<file path="config.mk">
export PLATFORM = sky130hd
export DESIGN_NAME = ct_ebiu_ncwt_ctrl
export DESIGN_NICKNAME = d
export VERILOG_FILES = /design/src/rtl/ct_ebiu_ncwt_ctrl.sv
export SDC_FILE = /design/constraint.sdc
export NUM_CORES = 1
export LEC_CHECK = 0
export ABC_AREA = 1
export CELL_PAD_IN_SITES_DETAIL_PLACEMENT = 0
export CELL_PAD_IN_SITES_GLOBAL_PLACEMENT = 2
export CORE_MARGIN = 4
export CORE_UTILIZATION = 24
export CTS_BUF_LIST = sky130_fd_sc_hd__clkbuf_16
export DETAILED_ROUTE_END_ITERATION = 10
export PLACE_DENSITY = 0.93
export REMOVE_ABC_BUFFERS = 1
export SYNTH_ARGS = -nofsm -noshare
export SYNTH_HDL_FRONTEND = slang
export SYNTH_SLANG_ARGS = --single-unit
</file>
<file path="constraint.sdc">
create_clock -name forever_cpuclk -period 6.8 [get_ports forever_cpuclk]
set_clock_uncertainty 0.05 [all_clocks]
set_input_delay 1.36 -clock forever_cpuclk [delete_from_list [all_inputs] [get_ports forever_cpuclk]]
set_output_delay 1.36 -clock forever_cpuclk [all_outputs]
set_load 0.005 [all_outputs]
</file>
<file path="src/rtl/ct_ebiu_ncwt_ctrl.sv">
// ct_ebiu_ncwt_ctrl: NCWT entry allocation, AW issue-order tracking and PIU B-response arbitration (EBIU_NCWT_FIXED_PRIO_EN selects fixed-priority arbitration)
module ct_ebiu_ncwt_ctrl #(
  parameter int NUM_ENTRY = 8,
  parameter int IDX_W = 3,
  parameter int ID_W = 8
) (
  input  logic                           forever_cpuclk,
  input  logic                           cpurst,
  input  logic                           ncq_ncwt_create_req,
  input  logic                           ncq_ncwt_aw_needissue,
  output logic                           ncwt_ncq_create_gnt,
  output logic [IDX_W-1:0]               ncwt_ncq_create_idx,
  output logic [NUM_ENTRY-1:0]           ncwt_create_en,
  output logic [NUM_ENTRY-1:0]           ncwt_create_dp_en,
  input  logic                           ncq_ncwt_wdata_done,
  input  logic [IDX_W-1:0]               ncq_ncwt_wdata_idx,
  output logic [NUM_ENTRY-1:0]           ncwt_wdata_create_en,
  input  logic [NUM_ENTRY-1:0]           ncwt_vld,
  input  logic [NUM_ENTRY-1:0]           ncwt_bvalid,
  input  logic [NUM_ENTRY*(ID_W+2)-1:0]  ncwt_bus,
  input  logic                           bfifo_pop_vld,
  output logic                           bfifo_pop_en,
  output logic [NUM_ENTRY-1:0]           ncwt_bus_bresp_updt_en,
  output logic [NUM_ENTRY-1:0]           ncwt_bresp_accept_en,
  output logic                           ncwt_piu_bvalid,
  output logic [ID_W-1:0]                ncwt_piu_bid,
  output logic [1:0]                     ncwt_piu_bresp,
  output logic [3:0]                     ncwt_piu_sel,
  input  logic                           piu_ncwt_bready,
  output logic                           ncwt_full,
  output logic                           ncwt_order_err
);
  localparam int BW = ID_W + 2;
  logic [IDX_W-1:0] free_idx;
  logic             free_any;
  // lowest-index free entry
  always_comb begin
    free_any = 1'b0;
    free_idx = '0;
    for (int i = NUM_ENTRY - 1; i >= 0; i--)
      if (!ncwt_vld[i]) begin
        free_any = 1'b1;
        free_idx = IDX_W'(i);
      end
  end
  assign ncwt_ncq_create_gnt  = ncq_ncwt_create_req & free_any & ~cpurst;
  assign ncwt_ncq_create_idx  = cpurst ? '0 : free_idx;
  assign ncwt_create_en       = ncwt_ncq_create_gnt ? (NUM_ENTRY'(1) << free_idx) : '0;
  assign ncwt_create_dp_en    = ncwt_create_en;
  assign ncwt_full            = &ncwt_vld & ~cpurst;
  assign ncwt_wdata_create_en = (ncq_ncwt_wdata_done & ~cpurst) ? (NUM_ENTRY'(1) << ncq_ncwt_wdata_idx) : '0;
  logic [IDX_W-1:0] fifo_mem [NUM_ENTRY];
  logic [IDX_W:0]   wr_ptr, rd_ptr;
  logic             fifo_empty, push, pop;
  assign fifo_empty             = wr_ptr == rd_ptr;
  assign push                   = ncwt_ncq_create_gnt & ncq_ncwt_aw_needissue;
  assign pop                    = bfifo_pop_vld & ~fifo_empty & ~cpurst;
  assign bfifo_pop_en           = pop;
  assign ncwt_bus_bresp_updt_en = pop ? (NUM_ENTRY'(1) << fifo_mem[rd_ptr[IDX_W-1:0]]) : '0;
  // order FIFO storage: entry indices in AW issue order
  always_ff @(posedge forever_cpuclk)
    if (push) fifo_mem[wr_ptr[IDX_W-1:0]] <= free_idx;
  // order FIFO pointers and sticky underflow flag
  always_ff @(posedge forever_cpuclk) begin
    if (cpurst) begin
      wr_ptr         <= '0;
      rd_ptr         <= '0;
      ncwt_order_err <= 1'b0;
    end else begin
      wr_ptr         <= wr_ptr + (IDX_W+1)'(push);
      rd_ptr         <= rd_ptr + (IDX_W+1)'(pop);
      ncwt_order_err <= ncwt_order_err | (bfifo_pop_vld & fifo_empty);
    end
  end
  logic [IDX_W-1:0] arb_base, arb_idx;
  logic             arb_any, load;
  logic [BW-1:0]    win_word;
  logic [ID_W-1:0]  win_id;
  assign load = (~ncwt_piu_bvalid | piu_ncwt_bready) & arb_any & ~cpurst;
`ifdef EBIU_NCWT_FIXED_PRIO_EN
  assign arb_base = '0;
`else
  logic [IDX_W-1:0] rr_ptr;
  assign arb_base = rr_ptr;
  // round-robin pointer moves just past the last winner
  always_ff @(posedge forever_cpuclk) begin
    if (cpurst) rr_ptr <= '0;
    else if (load) rr_ptr <= arb_idx + IDX_W'(1);
  end
`endif
  // first pending entry at or after arb_base, wrapping
  always_comb begin
    arb_any = 1'b0;
    arb_idx = '0;
    for (int k = NUM_ENTRY - 1; k >= 0; k--)
      if (ncwt_bvalid[arb_base + IDX_W'(k)]) begin
        arb_any = 1'b1;
        arb_idx = arb_base + IDX_W'(k);
      end
  end
  assign ncwt_bresp_accept_en = load ? (NUM_ENTRY'(1) << arb_idx) : '0;
  assign win_word             = ncwt_bus[arb_idx*BW +: BW];
  assign win_id               = win_word[BW-1:2];
  // PIU B output register; payload held until accepted
  always_ff @(posedge forever_cpuclk) begin
    if (cpurst) begin
      ncwt_piu_bvalid <= 1'b0;
      ncwt_piu_bid    <= '0;
      ncwt_piu_bresp  <= '0;
      ncwt_piu_sel    <= '0;
    end else if (load) begin
      ncwt_piu_bvalid <= 1'b1;
      ncwt_piu_bid    <= win_id;
      ncwt_piu_bresp  <= win_word[1:0];
      ncwt_piu_sel    <= (4'b0001 << win_id[6:5]) | {4{win_id[7]}};
    end else if (piu_ncwt_bready) ncwt_piu_bvalid <= 1'b0;
  end
endmodule

</file>
==> results of run 1 <==
[layout by cell type, fill, tap and decap left out, types with 8 or more instances in the layout]
cell type                         count
sky130_fd_sc_hd__edfxtp_1            24
sky130_fd_sc_hd__a21oi_1             20
sky130_fd_sc_hd__nand2_1            227
sky130_fd_sc_hd__inv_2                8
sky130_fd_sc_hd__clkdlybuf4s50_1    167
sky130_fd_sc_hd__inv_1               60
sky130_fd_sc_hd__o21ai_0             14
sky130_fd_sc_hd__nor3_1               8
sky130_fd_sc_hd__o211ai_1             8
sky130_fd_sc_hd__dfxtp_1             27
sky130_fd_sc_hd__nand3_1             77
sky130_fd_sc_hd__nand3b_1             8
sky130_fd_sc_hd__nand2_2             11
sky130_fd_sc_hd__nand3_2             11
sky130_fd_sc_hd__nor2_1              82
sky130_fd_sc_hd__ha_1                12
[layer usage]
metal  GRT usage, %  part of all wire, %
met5              0                    0
met2          24.17                   49
met1          15.86                   44
met3          2.902                  5.6
met4          2.754                 0.95
[power groups by stage]
stage / clock, mW / combinational (mW) / sequential [mW]
4_1_cts: 0.292 / 2.12 / 0.411
2_1_floorplan: 0 / 1.44 / 0.412
3_3_place_gp: 0 / 2.13 / 0.416
3_5_place_dp: 0 / 2.11 / 0.417
5_1_grt: 0.303 / 2.38 / 0.418
6_report: 0.282 / 2.08 / 0.411
[final timing paths]
kind,to,cells past startpoint
worst max-delay path,ncwt_bresp_accept_en[6],19
worst min-delay path,ncwt_order_err,2
worst max register to register,ncwt_piu_sel[2],23
worst min register to register,ncwt_order_err,2
[Yosys cell counts]
master                     number  area (um^2)
sky130_fd_sc_hd__clkbuf_1       6        22.52
sky130_fd_sc_hd__nor3_2         1        10.01
sky130_fd_sc_hd__a31oi_1        1        6.260
sky130_fd_sc_hd__nor3_1         8        40.04
sky130_fd_sc_hd__a21oi_1       20        100.1
sky130_fd_sc_hd__nand2_4        2        22.52
sky130_fd_sc_hd__buf_4         13        97.59
sky130_fd_sc_hd__buf_1          2        7.510
sky130_fd_sc_hd__buf_6          6        67.56
sky130_fd_sc_hd__nand3b_1       8        60.06
sky130_fd_sc_hd__nand2_1      227        852.1
sky130_fd_sc_hd__dfxtp_1       27        540.5
sky130_fd_sc_hd__edfxtp_1      24        720.7
sky130_fd_sc_hd__nand3_2       11        110.1
sky130_fd_sc_hd__nor4_1         2        12.51
sky130_fd_sc_hd__a21oi_4        1        16.27
sky130_fd_sc_hd__ha_1          12        150.1
sky130_fd_sc_hd__xnor2_1        4        35.03
sky130_fd_sc_hd__o32ai_1        6        52.55
sky130_fd_sc_hd__nand3_1       77        385.4
sky130_fd_sc_hd__nand4_1        2        12.51
sky130_fd_sc_hd__buf_2          9        45.04
sky130_fd_sc_hd__inv_2          8        30.03
sky130_fd_sc_hd__inv_4          1        6.260
sky130_fd_sc_hd__o21ai_0       14        70.07
sky130_fd_sc_hd__nor2_1        82        307.8
sky130_fd_sc_hd__inv_1         60        225.2
sky130_fd_sc_hd__xor2_1         7        61.31
sky130_fd_sc_hd__o211ai_1       8        60.06
sky130_fd_sc_hd__nand2_2       11        68.82
[worst reg2reg max path: stages (launching register included)]
cell                      delay [ns]
sky130_fd_sc_hd__dfxtp_1        0.70
sky130_fd_sc_hd__inv_2          0.20
sky130_fd_sc_hd__ha_1           0.47
sky130_fd_sc_hd__inv_1          0.18
sky130_fd_sc_hd__nand3_1        0.14
sky130_fd_sc_hd__nand3_1        0.11
sky130_fd_sc_hd__nand2_1        0.13
sky130_fd_sc_hd__nand2_1        0.07
sky130_fd_sc_hd__nand2_1        0.05
sky130_fd_sc_hd__nand2_1        0.04
sky130_fd_sc_hd__nand2_1        0.05
sky130_fd_sc_hd__nand2_1        0.04
sky130_fd_sc_hd__nand2_1        0.06
sky130_fd_sc_hd__nand2_2        0.18
sky130_fd_sc_hd__nand2_4        0.27
sky130_fd_sc_hd__buf_4          0.34
sky130_fd_sc_hd__nand2_2        0.09
sky130_fd_sc_hd__nand2_1        0.06
sky130_fd_sc_hd__nand2_1        0.05
sky130_fd_sc_hd__nand3_1        0.08
sky130_fd_sc_hd__nand3_1        0.11
sky130_fd_sc_hd__nor2_1         0.13
sky130_fd_sc_hd__nor2_1         0.05
sky130_fd_sc_hd__nor2_1         0.07
[registers in the layout (all words and copies together) (netlist names)]
signal / cells
fifo_mem: 24
ncwt_piu_bid: 8
ncwt_piu_sel: 4
rd_ptr: 4
wr_ptr: 4
arb_base: 3
ncwt_piu_bresp: 2
ncwt_order_err: 1
ncwt_piu_bvalid: 1
[stage by stage]
| step | instance area (um^2) | hold WS, ns | utilization [%] | std cells |
|---|---|---|---|---|
| global placement | 5962 | 0.3897 | 34.59 | 1023 |
| CTS | 6130 | 0.4068 | 35.56 | 1031 |
| floorplan | 3956 | 0.3979 | - | 624 |
| global route | 6130 | 0.4400 | 35.56 | 1031 |
| finish | 6130 | 0.4051 | 35.56 | 1031 |
| detailed placement | 5962 | 0.3959 | 34.59 | 1023 |
[kinds of logic (layout without fill, tap and decap cells)]
family,count (synthesis),in the layout,share of synthesized area [%]
xor+xnor,11,11,2.296
flops,51,51,30.05
simple gates,431,431,44.84
fa+ha+maj,12,12,3.578
compound gates,50,50,7.275
buf+inv,105,251,11.96
[layout make-up]
cell class | instances | area, um^2
Multi-Input combinational cell | 504 | 2434
Clock inverter | 3 | 42.54
Inverter | 69 | 261.5
Timing Repair Buffer | 174 | 1724
Sequential cell | 51 | 1261
Clock buffer | 5 | 125.1
Tap cell | 225 | 281.5
Fill cell | 1832 | 11110
==> impl_metrics.yaml, run 1 <==
outcome:
  run_status: "finished clean"
route:
  remaining_drc_errors: 0
  detail_route.iter0.violations: 193
  route.antenna.remaining_nets: 0
  viasPerCell: 4.292
  dr.pass1.iters: 4
  wire_per_inst_um: 12.92
  drt_wl_total_um: 13320
  routed_via_count: 4425
placement:
  gpl.final_weighted_congestion: 0.8461
  dp_hpwl_um: 10580
  pre_cts_slack_ns: 1.145
  numPortBuffers: 167
power_and_ir_drop:
  seq_power_share_pct: 14.8
  finalPower_mw: 2.775
  pwr_density_cell_mw_per_mm2: 452.7
  power_leakage_nw: 2.725
  power.switching_fraction_pct: 53.70
  worst_ir_drop_vdd_v: 0.0002921
  total_switching_power_mw: 1.490
  comb_power_share_pct: 75.0
  clkPwrFrac_pct: 10.2
  power_report.internal_total_mw: 1.285
floorplan:
  chipHeight_um: 140.2
  placeableCoreArea_mm2: 0.01724
  initial_core_util_pct: 24.35
  site_row_count: 48
  floorplan.die.width_um: 140.2
  ioPinCount: 168
  floorplan.die_area_mm2: 0.01966
final_layout:
  area_growth_syn_to_layout_pct: 46.06
  layout-drive-gt1-share_pct: 6.079
  diodes: 0
  finish.net_count: 923
critical_path:
  max_stage_delay_ns: 0.55
  crit_arrival_ns: 4.25
  endpoint_kind: "output port"
  critical_path.most_common_cell: "sky130_fd_sc_hd__nand2_1"
  critPathMaxFanout: 20
  criticalPathCategory: "in -> out"
  critical_path_source_type: "primary input"
  rrSetupSlack_ns: 3.02
  cpLargestDelayFamily: "buffers and inverters"
  crit_start: "ncwt_bvalid[1]"
  critical_path.reg2reg.startpoint: "arb_base[0]"
  critical_path_buf_inv_count: 5
  worstPathRequired_ns: 5.39
  cp_slowest_cell: "sky130_fd_sc_hd__clkdlybuf4s50_1"
  crit_path_cell_trace: "clkdlybuf4s50_1 > nand2_1 > nand3_1 > nand3_2 > nand2_2 > inv_2 > nand2_1 > nand2_1 > nand2_1 > nand2_1 > nand2_1 > nand2_1 > nand2_2 > nand2_4 > inv_2 > ha_1 > inv_1 > nor3_1 > clkdlybuf4s50_1"
run:
  max_cap_violations: 0
timing:
  min_period_over_period_pct: 83.21
  finalWorstSetupSlack_ns: 1.142
  worst_slew_margin_rel_pct: 36.82
  number_of_slew_limit_violations_in_the_final_report: 0
  number_of_failing_setup_endpoints_in_the_final_timing_report: 0
  tightest_slew_ns: 0.9432
  post-route-min-period_ns: 5.658
  rsz0062_at_grt: "false"
  fmaxAchievable_mhz: 176.7
  hold_violations: 0
  finalSetupTns_ns: 0
logic_synthesis:
  synth_cell_types: 30
  synthesis.area_per_instance_um2: 6.358
  synth_sequential_area_ratio_pct: 30.05
  ys_seq_elements: 51
  syn-instance-count: 660
  synthesis.yosys.warnings: 0
  synthesis.area_mm2: 0.004197
global_route:
  grt_pass1_wl_um: 21510
  grt_pass1_vias: 4440
  grt_overflow_total: 0
  track_usage_pct: 13.22
  grt_antenna_before_repair: 0
  grt_max_degree: 28
min_path:
  hold_path.class: "reg -> reg"
  hold_path.startpoint: "ncwt_order_err"
cts:
  post_cts_buffers: 0
  htreeDepth: 2
  insertion_delay_ns: 0.29
  ctsRootBufferMaster: "sky130_fd_sc_hd__clkbuf_16"
  clockBufferDepth: 2
  hold_buffer_count_at_cts: 0
  cts.reportedPaths.clkPinSlew_ns: 0.06
  cts.repair.resized: 0
  tritoncts_clock_tree: "yes"
  numClockSinks: 51
  cts_buffers: 5
No activity file was read; power rests on OpenSTA's default activity.
==> inputs of run 2 (changes only) <==
- CORE_UTILIZATION: 24 -> 20
- PLACE_DENSITY: 0.93 -> 0.83
- clock period: 6.8 -> 5.1 ns (I/O delays scaled with it)
==> run 2 against run 1 <==
  * Hold slack gained 0.011 ns
  * Via count grew 1.6%
  * First-iteration DRC count rose by 13%
  * Critical path depth unchanged
  * Die area increased by 19%
  * Clock power up 14%
  * Non-clock buffer count rose by 11
==> impl_metrics.yaml, run 2 (synthesized netlist as in run 1, its figures left out) <==
power_and_ir_drop:
  total_switching_power_mw: 2.030
  power_leakage_nw: 2.764
  clkPwrFrac_pct: 8.6
  pwr_density_cell_mw_per_mm2: 603.2
  worst_ir_drop_vdd_v: 0.0002599
  comb_power_share_pct: 77.4
  power.switching_fraction_pct: 53.96
  finalPower_mw: 3.763
  power_report.internal_total_mw: 1.733
  seq_power_share_pct: 14.0
placement:
  gpl.final_weighted_congestion: 0.8559
  dpl_cell_area_mm2: 0.006101
  numPortBuffers: 167
  dp_hpwl_um: 11480
  placedCellCount: 1079
critical_path:
  worstPathRequired_ns: 4.03
  crit_arrival_ns: 3.69
  criticalPathCategory: "in -> out"
  critical_path_source_type: "primary input"
  endpoint_kind: "output port"
  rrSetupSlack_ns: 1.90
  worstReg2RegEnd: "ncwt_piu_sel[0]"
  critical_path.reg2reg.startpoint: "arb_base[0]"
  critPathMaxFanout: 15
  worstRegToRegCells: 23
cts:
  cts.repair.resized: 0
  numClockSinks: 51
  clockBufferDepth: 2
  cts.reportedPaths.clkPinSlew_ns: 0.06
  insertion_delay_ns: 0.29
  htreeDepth: 2
  cts_buffers: 5
  tritoncts_clock_tree: "yes"
  post_cts_buffers: 0
  ctsRootBufferMaster: "sky130_fd_sc_hd__clkbuf_16"
  hold_buffer_count_at_cts: 0
route:
  viasPerCell: 4.142
  detail_route.iter0.violations: 218
  dr.pass1.iters: 4
  remaining_drc_errors: 0
  routed_via_count: 4498
  route.antenna.remaining_nets: 0
  wire_per_inst_um: 13.07
  drt_wl_total_um: 14190
global_route:
  track_usage_pct: 11.92
  grt_max_degree: 27
  grt_pass1_wl_um: 23020
  grt_pass1_vias: 4443
  grt_overflow_total: 0
  grt_antenna_before_repair: 1
timing:
  finalSetupTns_ns: 0
  hold_violations: 0
  worst_slew_margin_rel_pct: 61.29
  rsz0062_at_grt: "false"
  fmaxAchievable_mhz: 209.9
  post-route-min-period_ns: 4.765
  min_period_over_period_pct: 93.42
  tightest_slew_ns: 0.5785
  number_of_failing_setup_endpoints_in_the_final_timing_report: 0
  number_of_slew_limit_violations_in_the_final_report: 0
floorplan:
  floorplan.die.width_um: 152.9
  placeableCoreArea_mm2: 0.02043
  site_row_count: 52
  floorplan.die_area_mm2: 0.02336
  chipHeight_um: 152.9
  ioPinCount: 168
  initial_core_util_pct: 20.54
min_path:
  hold_path.class: "reg -> reg"
  holdPathStages: 2
  hold_path.startpoint: "ncwt_order_err"
  destination_of_the_worst_hold_path: "ncwt_order_err"
final_layout:
  final_cell_mix: "sky130_fd_sc_hd__nand2_1, sky130_fd_sc_hd__clkdlybuf4s50_1, sky130_fd_sc_hd__nor2_1"
  area_growth_syn_to_layout_pct: 48.66
  final_cell_area_mm2: 0.006238
  diodes: 0
  layout-drive-gt1-share_pct: 7.230
  mostFrequentLayoutCell: "sky130_fd_sc_hd__nand2_1"
  finalNonFillerCells: 1086
  finish.net_count: 934
  largest_register_ff_count: 24
  layout.core_utilization_pct: 30.54
run:
  max_cap_violations: 0
outcome:
  run_status: "finished clean"
[run 2: cell type report]
| class | instances | area [um^2] |
|---|---|---|
| multi-input cells | 504 | 2434 |
| clock inverters | 2 | 12.51 |
| inverters | 69 | 261.5 |
| clock buffers | 5 | 125.1 |
| repair buffers | 185 | 1807 |
| flip-flops and latches | 51 | 1261 |
| well taps | 270 | 337.8 |
| fillers | 2255 | 14190 |
[run 2: how the worst max path moves through the flow]
stage	start	endpoint	slack, ns	cells after the start
6_report	ncwt_bvalid[3]	ncwt_bresp_accept_en[4]	0.34	19
5_1_grt	ncwt_bvalid[3]	ncwt_bresp_accept_en[2]	0.02	19
4_1_cts	ncwt_bvalid[3]	ncwt_bresp_accept_en[2]	0.29	19
3_5_place_dp	ncwt_bvalid[3]	ncwt_bresp_accept_en[2]	0.32	19
3_3_place_gp	ncwt_bvalid[3]	ncwt_bresp_accept_en[4]	0.27	19
2_1_floorplan	arb_base[0]	ncwt_bresp_accept_en[2]	0.99	18
[run 2: routing by layer]
layer  share of wire, %  routed length, um  global-route usage, %
met1                 45               6406                  14.92
met2                 47               6692                  20.70
met3                6.1                863                  2.827
met4                1.5                217                  3.012
met5              0.092                 13                      0
[run 2: per-stage QoR]
step	worst slack [ns]	hold slack, ns
6_report	0.3353	0.4163
3_5_place_dp	0.3243	0.4027
2_1_floorplan	0.9869	0.3979
5_1_grt	0.01984	0.4474
3_3_place_gp	0.2665	0.3941
4_1_cts	0.2910	0.4121
[run 2: power by group through the flow]
stage / Sequential, mW / Clock, mW / Combinational [mW]
6_report: 0.527 / 0.322 / 2.91
5_1_grt: 0.536 / 0.351 / 3.37
4_1_cts: 0.528 / 0.335 / 2.97
3_5_place_dp: 0.537 / 0 / 2.95
3_3_place_gp: 0.534 / 0 / 3.01
2_1_floorplan: 0.549 / 0 / 1.92
[run 2: critical path, stage by stage]
cell	delay, ns
sky130_fd_sc_hd__clkdlybuf4s50_1	0.51
sky130_fd_sc_hd__nand2_1	0.09
sky130_fd_sc_hd__nand3_1	0.13
sky130_fd_sc_hd__nand3_2	0.11
sky130_fd_sc_hd__nand2_2	0.11
sky130_fd_sc_hd__inv_2	0.05
sky130_fd_sc_hd__nand2_1	0.05
sky130_fd_sc_hd__nand2_1	0.04
sky130_fd_sc_hd__nand2_1	0.05
sky130_fd_sc_hd__nand2_1	0.04
sky130_fd_sc_hd__nand2_1	0.07
sky130_fd_sc_hd__nand2_2	0.06
sky130_fd_sc_hd__nand2_4	0.16
sky130_fd_sc_hd__nand2_4	0.12
sky130_fd_sc_hd__inv_2	0.12
sky130_fd_sc_hd__ha_1	0.15
sky130_fd_sc_hd__inv_1	0.05
sky130_fd_sc_hd__nor3_1	0.21
sky130_fd_sc_hd__clkdlybuf4s50_1	0.56
==> inputs of run 3 (changes only) <==
- CORE_UTILIZATION: 20 -> 22
- PLACE_DENSITY: 0.83 -> 0.87
- clock period: 5.1 -> 4.7 ns (I/O delays scaled with it)
==> run 3 against run 2 <==
  * Cell count down 2.9%
  * Largest power group unchanged
  * Sequential power up 8.3%
  * Wire length down 1.4%
  * Critical path type unchanged
  * Sequential share of layout area down 0.10 points
  * Via count up 1.2%
  * Highest routed layer is now met4
==> impl_metrics.yaml, run 3 (synthesized netlist as in run 1, its figures left out) <==
outcome:
  run_status: "finished clean"
global_route:
  global_route.usage.met1_pct: 15.87
  grt_pass1_vias: 4517
  gr-usage-met3_pct: 2.669
  grt_overflow_total: 0
  grt_use_met2_pct: 22.54
  grt_antenna_before_repair: 0
  grt_max_degree: 20
  track_usage_pct: 12.81
  grt_pass1_wl_um: 22600
  most_utilized_layer_in_the_global_route_result: "met2"
timing:
  finalSetupTns_ns: 0
  fmaxAchievable_mhz: 223.9
  tightest_slew_ns: 0.5317
  number_of_failing_setup_endpoints_in_the_final_timing_report: 0
  finalWorstSetupSlack_ns: 0.2338
  rsz0062_at_grt: "false"
  min_period_over_period_pct: 95.03
  worst_slew_margin_rel_pct: 64.50
  post-route-min-period_ns: 4.466
  number_of_slew_limit_violations_in_the_final_report: 0
  hold_violations: 0
route:
  route.antenna.remaining_nets: 0
  detail_route.iter0.violations: 254
  routed_via_count: 4554
  wire_per_inst_um: 13.27
  viasPerCell: 4.317
  remaining_drc_errors: 0
  dr.pass1.iters: 4
  drt_wl_total_um: 14000
power_and_ir_drop:
  power_leakage_nw: 2.834
  pwr_density_cell_mw_per_mm2: 674.8
  worst_ir_drop_vdd_v: 0.0003239
  finalPower_mw: 4.231
final_layout:
  layout-drive-gt1-share_pct: 8.161
  mostFrequentLayoutCell: "sky130_fd_sc_hd__nand2_1"
  diodes: 0
  area_growth_syn_to_layout_pct: 49.40
  layout.filler_cells: 2032
  final_cell_mix: "sky130_fd_sc_hd__nand2_1, sky130_fd_sc_hd__clkdlybuf4s50_1, sky130_fd_sc_hd__nor2_1"
  finish.net_count: 938
  largest_register_ff_count: 24
  layout.core_utilization_pct: 33.52
  finalNonFillerCells: 1055
critical_path:
  critPathMaxFanout: 4
  worstReg2RegEnd: "ncwt_piu_sel[0]"
  critical_path.reg2reg.startpoint: "arb_base[1]"
  endpoint_kind: "output port"
  criticalPathCategory: "in -> out"
  worstPathRequired_ns: 3.71
  worstRegToRegCells: 21
  crit_arrival_ns: 3.48
  critical_path_source_type: "primary input"
  rrSetupSlack_ns: 1.69
floorplan:
  chipHeight_um: 146.1
  ioPinCount: 168
  placeableCoreArea_mm2: 0.01871
  initial_core_util_pct: 22.43
  floorplan.die_area_mm2: 0.02135
  site_row_count: 50
  floorplan.die.width_um: 146.1
placement:
  numPortBuffers: 167
  pre_cts_slack_ns: 0.1948
  placedCellCount: 1047
  gpl.final_weighted_congestion: 0.8042
  dp_hpwl_um: 11270
min_path:
  holdPathStages: 2
  hold_path.startpoint: "ncwt_piu_bid[7]"
  destination_of_the_worst_hold_path: "ncwt_piu_bid[7]"
  hold_path.class: "reg -> reg"
cts:
  cts_buffers: 5
  insertion_delay_ns: 0.29
  cts.reportedPaths.clkPinSlew_ns: 0.06
  cts.repair.resized: 0
  clockBufferDepth: 2
  hold_buffer_count_at_cts: 0
  post_cts_buffers: 0
  tritoncts_clock_tree: "yes"
  ctsRootBufferMaster: "sky130_fd_sc_hd__clkbuf_16"
  htreeDepth: 2
  numClockSinks: 51
run:
  max_cap_violations: 0
## run 3: cell count changes in the layout (fill, tap and decap cells not counted), sizes merged
cell / before / now
buf: 18 / 22
clkdlybuf4s50: 167 / 165
dlymetal6s2s: 0 / 2
bufinv: 0 / 1
clkinv: 1 / 0
clkinvlp: 0 / 1
## run 3: power by group
| group | total [mW] | leakage (nW) | switching [mW] | internal, mW |
|---|---|---|---|---|
| Combinational | 3.25 | 2.31 | 2.02 | 1.23 |
| Clock | 0.408 | 0.0812 | 0.159 | 0.249 |
| Sequential | 0.571 | 0.442 | 0.0407 | 0.530 |
| Total | 4.23 | 2.83 | 2.22 | 2.01 |
## run 3: worst max path at each step
stage	start	to	slack (ns)	depth (start not counted)
after floorplan	arb_base[0]	ncwt_bresp_accept_en[2]	0.67	18
after detailed placement	ncwt_bvalid[3]	ncwt_bresp_accept_en[4]	0.19	17
after global placement	ncwt_bvalid[3]	ncwt_bresp_accept_en[4]	0.11	17
after CTS	ncwt_bvalid[3]	ncwt_bresp_accept_en[4]	0.16	17
final	ncwt_bvalid[3]	ncwt_bresp_accept_en[7]	0.23	17
after global routing	ncwt_bvalid[1]	ncwt_bresp_accept_en[2]	0.0007	19
## run 3: final cells by class
| class | count | area (um^2) | area share [%] |
|---|---|---|---|
| Clock buffer | 5 | 125.1 | 1.996 |
| Clock inverter | 3 | 41.29 | 0.6586 |
| Inverter | 69 | 261.5 | 4.171 |
| Multi-Input combinational cell | 504 | 2446 | 39.01 |
| Sequential cell | 51 | 1261 | 20.12 |
| Tap cell | 234 | 292.8 | 4.670 |
| Timing Repair Buffer | 189 | 1842 | 29.38 |
## run 3: critical path, cell delays in order
cell and delay, ns:
sky130_fd_sc_hd__clkdlybuf4s50_1 0.44, sky130_fd_sc_hd__nand2_2 0.09, sky130_fd_sc_hd__nand3_1 0.13, sky130_fd_sc_hd__nand3_1 0.14, sky130_fd_sc_hd__nand2_1 0.14, sky130_fd_sc_hd__a21oi_1 0.15, sky130_fd_sc_hd__nand2_1 0.06, sky130_fd_sc_hd__nand2_1 0.05
sky130_fd_sc_hd__nand2_1 0.06, sky130_fd_sc_hd__nand2_2 0.09, sky130_fd_sc_hd__nand2_1 0.07, sky130_fd_sc_hd__nand2_2 0.11, sky130_fd_sc_hd__ha_1 0.19, sky130_fd_sc_hd__ha_1 0.15, sky130_fd_sc_hd__inv_1 0.04, sky130_fd_sc_hd__nor2_1 0.12
sky130_fd_sc_hd__clkdlybuf4s50_1 0.52
## run 3: metrics by stage
step                      cell area [um^2]  hold slack (ns)
after floorplan                       3956           0.3979
after global placement                6086           0.4061
after detailed placement              6086           0.4064
after CTS                             6252           0.4190
after global routing                  6270           0.4458
final                                 6270           0.4163
## run 3: routing by layer
metal / vias to the layer above / share of wire [%]
met1: 2000 / 45
met3: 18 / 5.0
li1: 2417 / -
met5: - / 0
met2: 119 / 48
met4: 0 / 2.0
